### config.mk
export PLATFORM = sky130hd
export DESIGN_NAME = gemm_tile_scheduler
export DESIGN_NICKNAME = d
export VERILOG_FILES = /design/src/rtl/gemm_tile_scheduler.sv
export SDC_FILE = /design/constraint.sdc
export NUM_CORES = 1
export LEC_CHECK = 0
export CORE_AREA = 2 2 161 163
export CTS_CLUSTER_SIZE = 40
export DETAILED_ROUTE_END_ITERATION = 10
export DIE_AREA = 0 0 163 165
export GPL_TIMING_DRIVEN = 0
export PLACE_DENSITY = 0.65
export SLEW_MARGIN = 20
export SYNTH_ARGS = -nofsm -noshare
export SYNTH_HDL_FRONTEND = slang
export SYNTH_SLANG_ARGS = --single-unit
### constraint.sdc
create_clock -name clk_i -period 7.9 [get_ports clk_i]
set_input_delay 0.79 -clock clk_i [delete_from_list [all_inputs] [get_ports clk_i]]
set_output_delay 0.79 -clock clk_i [all_outputs]
set_load 0.1 [all_outputs]
### src/rtl/gemm_tile_scheduler.sv
// Tile-walking control FSM for the GEMM datapath: issues A/B reads per k step,
// strobes the MAC accumulators, then drains each finished tile into SRAM C.
module gemm_tile_scheduler #(
  parameter int TileM         = 4,
  parameter int TileN         = 4,
  parameter int AddrWidth     = 12,
  parameter int SizeAddrWidth = 8,
  parameter int CPerWord      = 4,
  localparam int WordsPerRow  = TileN / CPerWord,
  localparam int RowW         = (TileM > 1) ? $clog2(TileM) : 1,
  localparam int WordW        = (WordsPerRow > 1) ? $clog2(WordsPerRow) : 1
) (
  input  logic                     clk_i,
  input  logic                     rst_i,
  input  logic                     start_i,
  input  logic [SizeAddrWidth-1:0] M_size_i,
  input  logic [SizeAddrWidth-1:0] K_size_i,
  input  logic [SizeAddrWidth-1:0] N_size_i,
  output logic [AddrWidth-1:0]     sram_a_addr_o,
  output logic [AddrWidth-1:0]     sram_b_addr_o,
  output logic [AddrWidth-1:0]     sram_c_addr_o,
  output logic                     sram_c_we_o,
  output logic                     acc_en_o,
  output logic                     acc_clr_o,
  output logic [RowW-1:0]          wr_row_o,
  output logic [WordW-1:0]         wr_word_o,
  output logic                     busy_o,
  output logic                     done_o
);

  localparam int SW     = SizeAddrWidth;
  localparam int ProdW  = 2 * SizeAddrWidth + AddrWidth + 8;
  localparam int LogTM  = $clog2(TileM);
  localparam int LogTN  = $clog2(TileN);
  localparam int LogCPW = $clog2(CPerWord);

  typedef enum logic [2:0] {
    S_IDLE,
    S_LOAD,
    S_WAIT,
    S_WRITE,
    S_DONE
  } state_t;

  state_t r_state, w_next_state;

  logic [SW-1:0]    r_m, r_k, r_n;
  logic [SW-1:0]    r_mt_tot, r_nt_tot, r_cs;
  logic [SW-1:0]    r_mt, r_nt, r_kcnt;
  logic [RowW-1:0]  r_row;
  logic [WordW-1:0] r_word;
  logic             r_acc_en, r_acc_clr;

  // Tile counts and C row stride, rounded up from the raw sizes at start.
  logic [SW:0]   w_m_round, w_n_round, w_cs_round;
  logic [SW-1:0] w_mt_tot, w_nt_tot, w_cs;
  logic          w_zero_size;

  assign w_m_round   = {1'b0, M_size_i} + (SW+1)'(TileM - 1);
  assign w_n_round   = {1'b0, N_size_i} + (SW+1)'(TileN - 1);
  assign w_cs_round  = {1'b0, N_size_i} + (SW+1)'(CPerWord - 1);
  assign w_mt_tot    = SW'(w_m_round >> LogTM);
  assign w_nt_tot    = SW'(w_n_round >> LogTN);
  assign w_cs        = SW'(w_cs_round >> LogCPW);
  assign w_zero_size = (M_size_i == '0) || (K_size_i == '0) || (N_size_i == '0);

  logic w_last_k, w_last_word, w_last_row, w_tile_end, w_last_nt, w_last_mt;

  assign w_last_k    = (r_kcnt == r_k - SW'(1));
  assign w_last_word = (r_word == WordW'(WordsPerRow - 1));
  assign w_last_row  = (r_row == RowW'(TileM - 1));
  assign w_tile_end  = w_last_word && w_last_row;
  assign w_last_nt   = (r_nt == r_nt_tot - SW'(1));
  assign w_last_mt   = (r_mt == r_mt_tot - SW'(1));

  // NOTE: every signal written here gets a default first so no path leaves it
  // unassigned -- that is what keeps combinational blocks from inferring latches.
  always_comb begin
    w_next_state = r_state;
    case (r_state)
      S_IDLE:  if (start_i) w_next_state = w_zero_size ? S_DONE : S_LOAD;
      S_LOAD:  if (w_last_k) w_next_state = S_WAIT;
      S_WAIT:  w_next_state = S_WRITE;
      S_WRITE: if (w_tile_end) w_next_state = (w_last_nt && w_last_mt) ? S_DONE : S_LOAD;
      S_DONE:  w_next_state = S_IDLE;
      default: w_next_state = S_IDLE;
    endcase
  end

  // NOTE: sequential state uses non-blocking assignments so every register
  // samples pre-edge values, independent of statement order.
  always_ff @(posedge clk_i) begin
    if (rst_i) r_state <= S_IDLE;
    else       r_state <= w_next_state;
  end

  always_ff @(posedge clk_i) begin
    if (rst_i) begin
      r_m       <= '0;
      r_k       <= '0;
      r_n       <= '0;
      r_mt_tot  <= '0;
      r_nt_tot  <= '0;
      r_cs      <= '0;
      r_mt      <= '0;
      r_nt      <= '0;
      r_kcnt    <= '0;
      r_row     <= '0;
      r_word    <= '0;
      r_acc_en  <= 1'b0;
      r_acc_clr <= 1'b0;
    end else begin
      // Read data lags the address by one cycle, so the strobes do too.
      r_acc_en  <= (r_state == S_LOAD);
      r_acc_clr <= (r_state == S_LOAD) && (r_kcnt == '0);
      case (r_state)
        S_IDLE: begin
          if (start_i) begin
            r_m      <= M_size_i;
            r_k      <= K_size_i;
            r_n      <= N_size_i;
            r_mt_tot <= w_mt_tot;
            r_nt_tot <= w_nt_tot;
            r_cs     <= w_cs;
            r_mt     <= '0;
            r_nt     <= '0;
            r_kcnt   <= '0;
            r_row    <= '0;
            r_word   <= '0;
          end
        end
        S_LOAD: r_kcnt <= w_last_k ? '0 : r_kcnt + SW'(1);
        S_WAIT: begin
          r_row  <= '0;
          r_word <= '0;
        end
        S_WRITE: begin
          if (w_last_word) begin
            r_word <= '0;
            r_row  <= w_last_row ? '0 : r_row + RowW'(1);
          end else begin
            r_word <= r_word + WordW'(1);
          end
          if (w_tile_end) begin
            if (w_last_nt) begin
              r_nt <= '0;
              r_mt <= r_mt + SW'(1);
            end else begin
              r_nt <= r_nt + SW'(1);
            end
          end
        end
        default: ;
      endcase
    end
  end

  logic             w_in_load, w_in_write;
  logic [ProdW-1:0] w_c_row, w_c_col;
  logic [AddrWidth-1:0] w_a_addr, w_b_addr, w_c_addr;

  assign w_in_load  = (r_state == S_LOAD);
  assign w_in_write = (r_state == S_WRITE);

  // Full-width products, then wrap to the SRAM address width.
  assign w_a_addr = AddrWidth'(ProdW'(r_mt) * ProdW'(r_k) + ProdW'(r_kcnt));
  assign w_b_addr = AddrWidth'(ProdW'(r_kcnt) * ProdW'(r_nt_tot) + ProdW'(r_nt));
  assign w_c_row  = (ProdW'(r_mt) << LogTM) + ProdW'(r_row);
  assign w_c_col  = (ProdW'(r_nt) << LogTN) + (ProdW'(r_word) << LogCPW);
  assign w_c_addr = AddrWidth'(w_c_row * ProdW'(r_cs)
                  + ProdW'(r_nt) * ProdW'(WordsPerRow) + ProdW'(r_word));

  assign sram_a_addr_o = w_in_load  ? w_a_addr : '0;
  assign sram_b_addr_o = w_in_load  ? w_b_addr : '0;
  assign sram_c_addr_o = w_in_write ? w_c_addr : '0;
  assign sram_c_we_o   = w_in_write && (w_c_row < ProdW'(r_m)) && (w_c_col < ProdW'(r_n));
  assign wr_row_o      = w_in_write ? r_row  : '0;
  assign wr_word_o     = w_in_write ? r_word : '0;
  assign acc_en_o      = r_acc_en;
  assign acc_clr_o     = r_acc_clr;
  assign busy_o        = (r_state != S_IDLE);
  assign done_o        = (r_state == S_DONE);

endmodule

; Word level (Yosys, flattened, before mapping)
; Cells that the tools add are included.
[op_classes]
add_sub_neg = 16
multipliers = 3
n_lt_le_gt_ge = 2
n_eq_ne = 13
n_mux = 27
bitwise_logic = 1
n_reduce_logical = 23
[ops]
columns = operator, n
row1 = $mux W8, 6
row2 = $pmux W8 S2, 3
row3 = $add A12 B8 Y12, 3
row4 = $mux W12, 3
row5 = $logic_not A8 Y1, 4
row6 = $add A8 B1 Y8 const B, 3
row7 = $eq A8 B8 Y1, 3
row8 = $lt A11 B8 Y1, 2
row9 = $add A8 B2 Y9 const B, 2
row10 = $sub A7 B1 Y8 const B, 2
row11 = $mux W3, 5
row12 = $add A12 B1 Y12, 1
row13 = $mul A11 B7 Y12, 1
row14 = $mul A8 B7 Y12, 1
row15 = $mul A8 B8 Y12, 1
row16 = $pmux W3 S4, 1
row17 = $add A10 B2 Y11, 1
row18 = $add A10 B3 Y11, 1
row19 = $ne A2 B2 Y1 const B, 5
row20 = $reduce_and A3 Y1, 3
row21 = $mux W2, 4
row22 = $sub A8 B1 Y8 const B, 1
row23 = $eq A3 B2 Y1 const B, 2
row24 = $pmux W2 S3, 1
row25 = 15 further kinds, 26
[word_totals]
ff_bits = 70
in_bits = 27
out_inout_bits = 44
word_cells = 98

; Depth between registers and ports, before layout
[depth]
ltp_word = 6
depth_mapped = 20
mapped_depth_nobuf = 18

; Least setup slack after synthesis
; OpenSTA, ideal clock, no wires.
[synth_timing]
path_type = register to output
startpoint = reg r_row[1]
endpoint = out sram_c_we_o
t_arrival_ns = 5.915
t_required_ns = 7.110
setup_slack_ns = 1.195
stages_incl_launch_ff = 8
n_path_buf = 0
path_cell_list = dfxtp_1 ha_1 a21o_1 a21oi_1 nor2b_1 o21ai_0 a21oi_1 a2111oi_0
[synth_between]
elab_chain_len = 4
[synth_lines]
columns = item, line
row1 = from (decl), 50  ; logic [RowW-1:0] r_row;
row2 = from (signal assigned), 140  ; r_row <= w_last_row ? '0 : r_row + RowW'(1);
row3 = $add A10 B2 Y11, 168  ; assign w_c_row = (ProdW'(r_mt) << LogTM) + ProdW'(r_row);
row4 = $lt A11 B8 Y1, 176  ; assign sram_c_we_o = w_in_write && (w_c_row < ProdW'(r_m)) && (w_c_col < ProdW'(r_n));
row5 = $logic_and A1 B1 Y1 (2 in series), 176
row6 = to (decl), 22  ; output logic sram_c_we_o,
; Every way passes these cells.

; Final worst setup path
[layout_timing]
startpoint = reg r_mt[2]
endpoint = out sram_c_addr_o[11]
[layout_between]
elab_chain_len = 5
[layout_lines]
columns = item, line
row1 = from (decl), 49  ; logic [SW-1:0] r_mt, r_nt, r_kcnt;
row2 = from (signal assigned), 147  ; r_mt <= r_mt + SW'(1);
row3 = $add A10 B2 Y11, 168
row4 = $mul A11 B7 Y12, 170  ; assign w_c_addr = AddrWidth'(w_c_row * ProdW'(r_cs)
row5 = $add A12 B8 Y12, 171  ; + ProdW'(r_nt) * ProdW'(WordsPerRow) + ProdW'(r_word));
row6 = $add A12 B1 Y12, 171
row7 = $mux W12, 175  ; assign sram_c_addr_o = w_in_write ? w_c_addr : '0;
row8 = to (decl), 21  ; output logic [AddrWidth-1:0] sram_c_addr_o,
; Every way passes these cells.

==> results <==
- The setup slack after placement is around 0.96 ns.
- For this run, the post-layout net count is 1551.
- The total of max-cap violations is 0.
- The clock-pin slew on the worst setup and hold paths is 0.06 ns.
- The sequential element share of the synthesized area is about 14%.
- The capture point of the worst reg-to-reg path is r_nt[4].
- Using the TritonRoute via totals, the vias-per-cell ratio works out to around 5.
- The synthesized net count is approximately 1500.
- The origin of the worst setup path is r_mt[2].
- In this run the worst path has a maximum fanout of 10.
- In this run the static leakage power is 5.09 nW.
- The global routing usage on met3 is under 10%.
- The count of final max-slew check failures is 0.
- The critical path goes through buf_2, clkbuf_1, nand2_1, fa_1, fa_1, fa_1, inv_1, fa_1, ha_1, a211o_1, a2111oi_0, nor3_1, xnor2_1, nor2_1, clkdlybuf4s50_1.
- The cell count after synthesis is about 1200.
- In this design, the stage delay of the slowest critical-path cell is 1.14 ns.
- Fill cells in the final layout number 2518.
- The vias after detailed routing is roughly 8400.
- The number of gates given a new drive strength after cts is 0.
- The area added between synthesis and finish is 14.3%.
- For this block, the routed nets add up to about 26 mm of wire.
- The combined buffer and inverter count along the critical path is 4.
- The worst setup path is launched from a flop.
- At the later pin of the worst-skew pair, clock insertion delay measures 0.35 ns.
- TritonCTS built the clock tree.
- The top cell family by delay on the critical path is adder cells.
- The kind of end point of the critical path is an output pin.
- In the post-route analysis, the smallest setup slack over all paths is 0.607 ns.
- In this run the critical register-to-register path is launched from r_cs[1].
- The placer congestion estimate is about 0.90.
- The class of the most critical setup path is flop to output pin.
- The count of cells along the worst hold path is 2.
- The async set-or-reset flop fraction in the synthesized netlist is 0%.
- Power spread over the standard cell area amounts to between 100 and 150 mW/mm2.
- The first-pass iteration count of the detailed router is 6.
- The peak supply drop is 98.4 uV.
- The initial antenna violation count is 0.
- The synthesized cell area is roughly 0.0099 mm2.
- Clock skew on the completed layout was measured at 0.00562 ns.
- Setup violations remaining at the end of the flow were counted as 0.
- The clock drives roughly 70 sinks.
- The worst hold path belongs to the class flop to flop.
- The die outline width is ~160 um.
- The slowest stage of the critical path belongs to the cell clkdlybuf4s50_1.
- The estimated wirelength of the detail-placed design is 21.0 mm.
- The floorplan step set the die height to between 150 and 200 um.
- After global routing the overflow that remains totals 0.
- The flop-to-flop setup slack is roughly 4.4 ns.
- The number of routed nets with antenna violations is 0.
- Setup repair after global routing left no endpoint under its margin.
- The post-route DRC violation count is 0.
- The cell row count is 58.
- The via count of the first global-routing pass is 8454.
- The maximum number of pins on one net before global-route repair is 13.
- The synthesized design contains 0 enable-type register cells.
- During I/O placement, the number of pins put on the boundary was 71.
- The relative max-transition margin is between 30 and 40%.
- The dominant cell type by count on the critical path is fa_1.
- Following the worst setup path forward leads to its endpoint at sram_c_addr_o[11].
- 0 antenna diodes ended up in the layout.
- The launch point of the worst hold path is r_m[1].
- The busiest layer in global routing is met2.
- The wire length of the first global-routing pass is between 40 and 50 mm.
- The number of hold buffers added after CTS was 0.
- In the global route stage, met1 resource usage came out at between 20% and 30%.
- Cells with a size suffix above 1 make up between 3 and 4% of the layout.
- The post-route setup TNS is 0 ns.
- In this run the cell area measured after placement is 0.0110 mm2.
- The starting density of the core is 39.5%.
- The number of DRC markers in iteration 0 is about 530.
- The number of cells on the worst reg-to-reg path is 10.
- Global routing used approximately a fifth of the available tracks.
- Dividing the detail-routed wire length by the instance count gives between 15 and 20 um.
- The primary flip-flop cell chosen by synthesis mapping is dfxtp_1.
- The worst endpoint required time is 7.11 ns.
- The area of the core is 0.0250 mm2.
- The CTS root buffer is clkbuf_16.
- The area enclosed by the die boundary is roughly 0.027 mm2.
- The number of port buffers is 69.
- The cell area after layout is 0.0113 mm2.
- The largest buffer count on any clock path is 2.
- In this run the number of cells on the critical path is 15.
- The number of failing hold endpoints at the final stage is 0.
- The number of synthesized register bits is between 60 and 70.
- The number of clock buffers inserted by TritonCTS is 9.
- Post-CTS timing repair inserted 0 buffers for setup.
- The met2 usage is 34.3%.
- For the pin with the worst max-slew slack, the measured transition is slightly below 1 ns.
- The run finished with clean final reports.
- The core utilization of the finished layout is between 40% and 50%.
- At the worst endpoint, the arrival time is roughly 6.5 ns.
- For this run, the top clock speed supported by timing is 0.137 GHz.
- The Yosys warning count is 0.
- Of the available clock period, the critical path in the final layout requires between 90% and 100%.
- The average footprint of a synthesized cell is roughly 8 um2.
- The number of levels in the clock H-tree is 3.
- The minimum clock period after layout is about 7.3 ns.
- The count of distinct cell types in the synthesized netlist is between 60 and 70.
==> cells in the mapped netlist (all sizes together), types with 2 or more instances <==
master | count | share of area (%)
nor3 | 23 | 1.2
fa | 113 | 23
and2 | 101 | 6.4
nand3 | 21 | 1.1
nand4 | 8 | 0.57
nand3b | 3 | 0.23
nor4 | 12 | 0.82
a211oi | 12 | 0.91
o21bai | 3 | 0.23
o211ai | 3 | 0.23
o22ai | 4 | 0.25
o21ai | 25 | 1.4
dfxtp | 69 | 14
ha | 91 | 12
nand2b | 11 | 0.70
buf | 16 | 1.3
xnor2 | 53 | 4.7
and3 | 21 | 1.3
o21a | 7 | 0.53
clkbuf | 51 | 1.9
clkinv | 2 | 0.076
a21o | 8 | 0.61
a31oi | 5 | 0.32
a2111oi | 5 | 0.65
a21boi | 3 | 0.23
nor2 | 92 | 3.5
or3 | 8 | 0.51
mux2i | 2 | 0.20
inv | 204 | 7.8
nor2b | 8 | 0.51
xor2 | 34 | 3.0
a21oi | 58 | 3.0
o41ai | 2 | 0.18
a211o | 2 | 0.18
nand2 | 139 | 5.3
==> routing by layer <==
layer | share of wire [%] | vias to the layer above | wire length [um]
li1 | - | 4081 | -
met4 | 2.1 | 0 | 556
met1 | 46 | 4005 | 12000
met5 | 0 | - | 0
met2 | 46 | 250 | 12000
met3 | 6.0 | 50 | 1560
==> how the worst min path moves through the flow <==
stage	endpoint	slack [ns]
finish	r_m[1]	0.45
global route	r_m[4]	0.47
CTS	r_m[4]	0.46
detailed placement	r_m[4]	0.45
global placement	r_m[3]	0.44
floorplan	r_m[1]	0.44
==> layout make-up <==
cell class                 instances  area, um2  share of cell area (%)
multi-input combinational        897       7390                    65.5
sequential                        69       1380                    12.2
inverter                         206        773                    6.85
timing repair buffer              69        691                    6.12
tap                              330        413                    3.66
buffer                            68        329                    2.91
clock buffer                      11        253                    2.24
clock inverter                     5       58.8                   0.521
==> cell usage in the layout (no fill, tap or decap), types with 8 or more instances in the layout <==
cell             count
inv_1              204
nand2_1            139
fa_1               113
and2_1             100
nor2_1              92
ha_1                91
dfxtp_1             69
clkdlybuf4s50_1     69
a21oi_1             57
xnor2_1             53
clkbuf_1            51
xor2_1              34
nor3_1              23
o21ai_0             23
and3_1              21
nand3_1             21
a211oi_1            12
nand2b_1            11
nor4_1              11
clkbuf_16            9
a21o_1               8
nor2b_1              8
or3_1                8
==> stage by stage <==
stage          hold WS [ns]  std cells  total power, mW
2_1_floorplan         0.436       1240            0.727
3_3_place_gp          0.445       1639            0.862
3_5_place_dp          0.448       1639            0.869
4_1_cts               0.456       1655             1.29
5_1_grt               0.470       1655             1.36
6_report              0.454       1655             1.29
==> report_power, final <==
| group | total [mW] | internal (mW) | switching (mW) |
|---|---|---|---|
| sequential | 0.407 | 0.378 | 0.0289 |
| clock | 0.426 | 0.262 | 0.165 |
| combinational | 0.459 | 0.150 | 0.308 |
==> worst reg2reg max path: stages (launching register included) <==
cell	delay, ns
dfxtp_1	0.48
clkinv_1	0.41
ha_1	0.42
o21bai_1	0.19
a2111oi_1	0.41
a31oi_1	0.13
a2111oi_4	0.60
o21ai_4	0.16
nand2b_1	0.14
clkbuf_1	0.35
nor2_1	0.10
==> logic make-up (layout without fill, tap and decap cells) <==
kind of cell	count (synthesis)	in the layout	synth area share, %
buffers and inverters	274	359	11.2
AOI/OAI and AO/OA	149	149	9.78
DFF	69	69	14.0
xor gates and xnor gates	87	87	7.71
and+or+nand+nor	453	453	22.6
other	1	1	0.0380
adders and majority gates	204	204	34.4
muxes	3	3	0.317
==> sequential cells by signal, summed over array words and instances (netlist names), 3 cells and up <==
signal,flops
r_k,8
r_mt_tot,7
r_m,8
r_state,3
r_mt,8
r_n,8
r_cs,7
r_nt,8
r_kcnt,8
(Power assumes the default switching activity.)
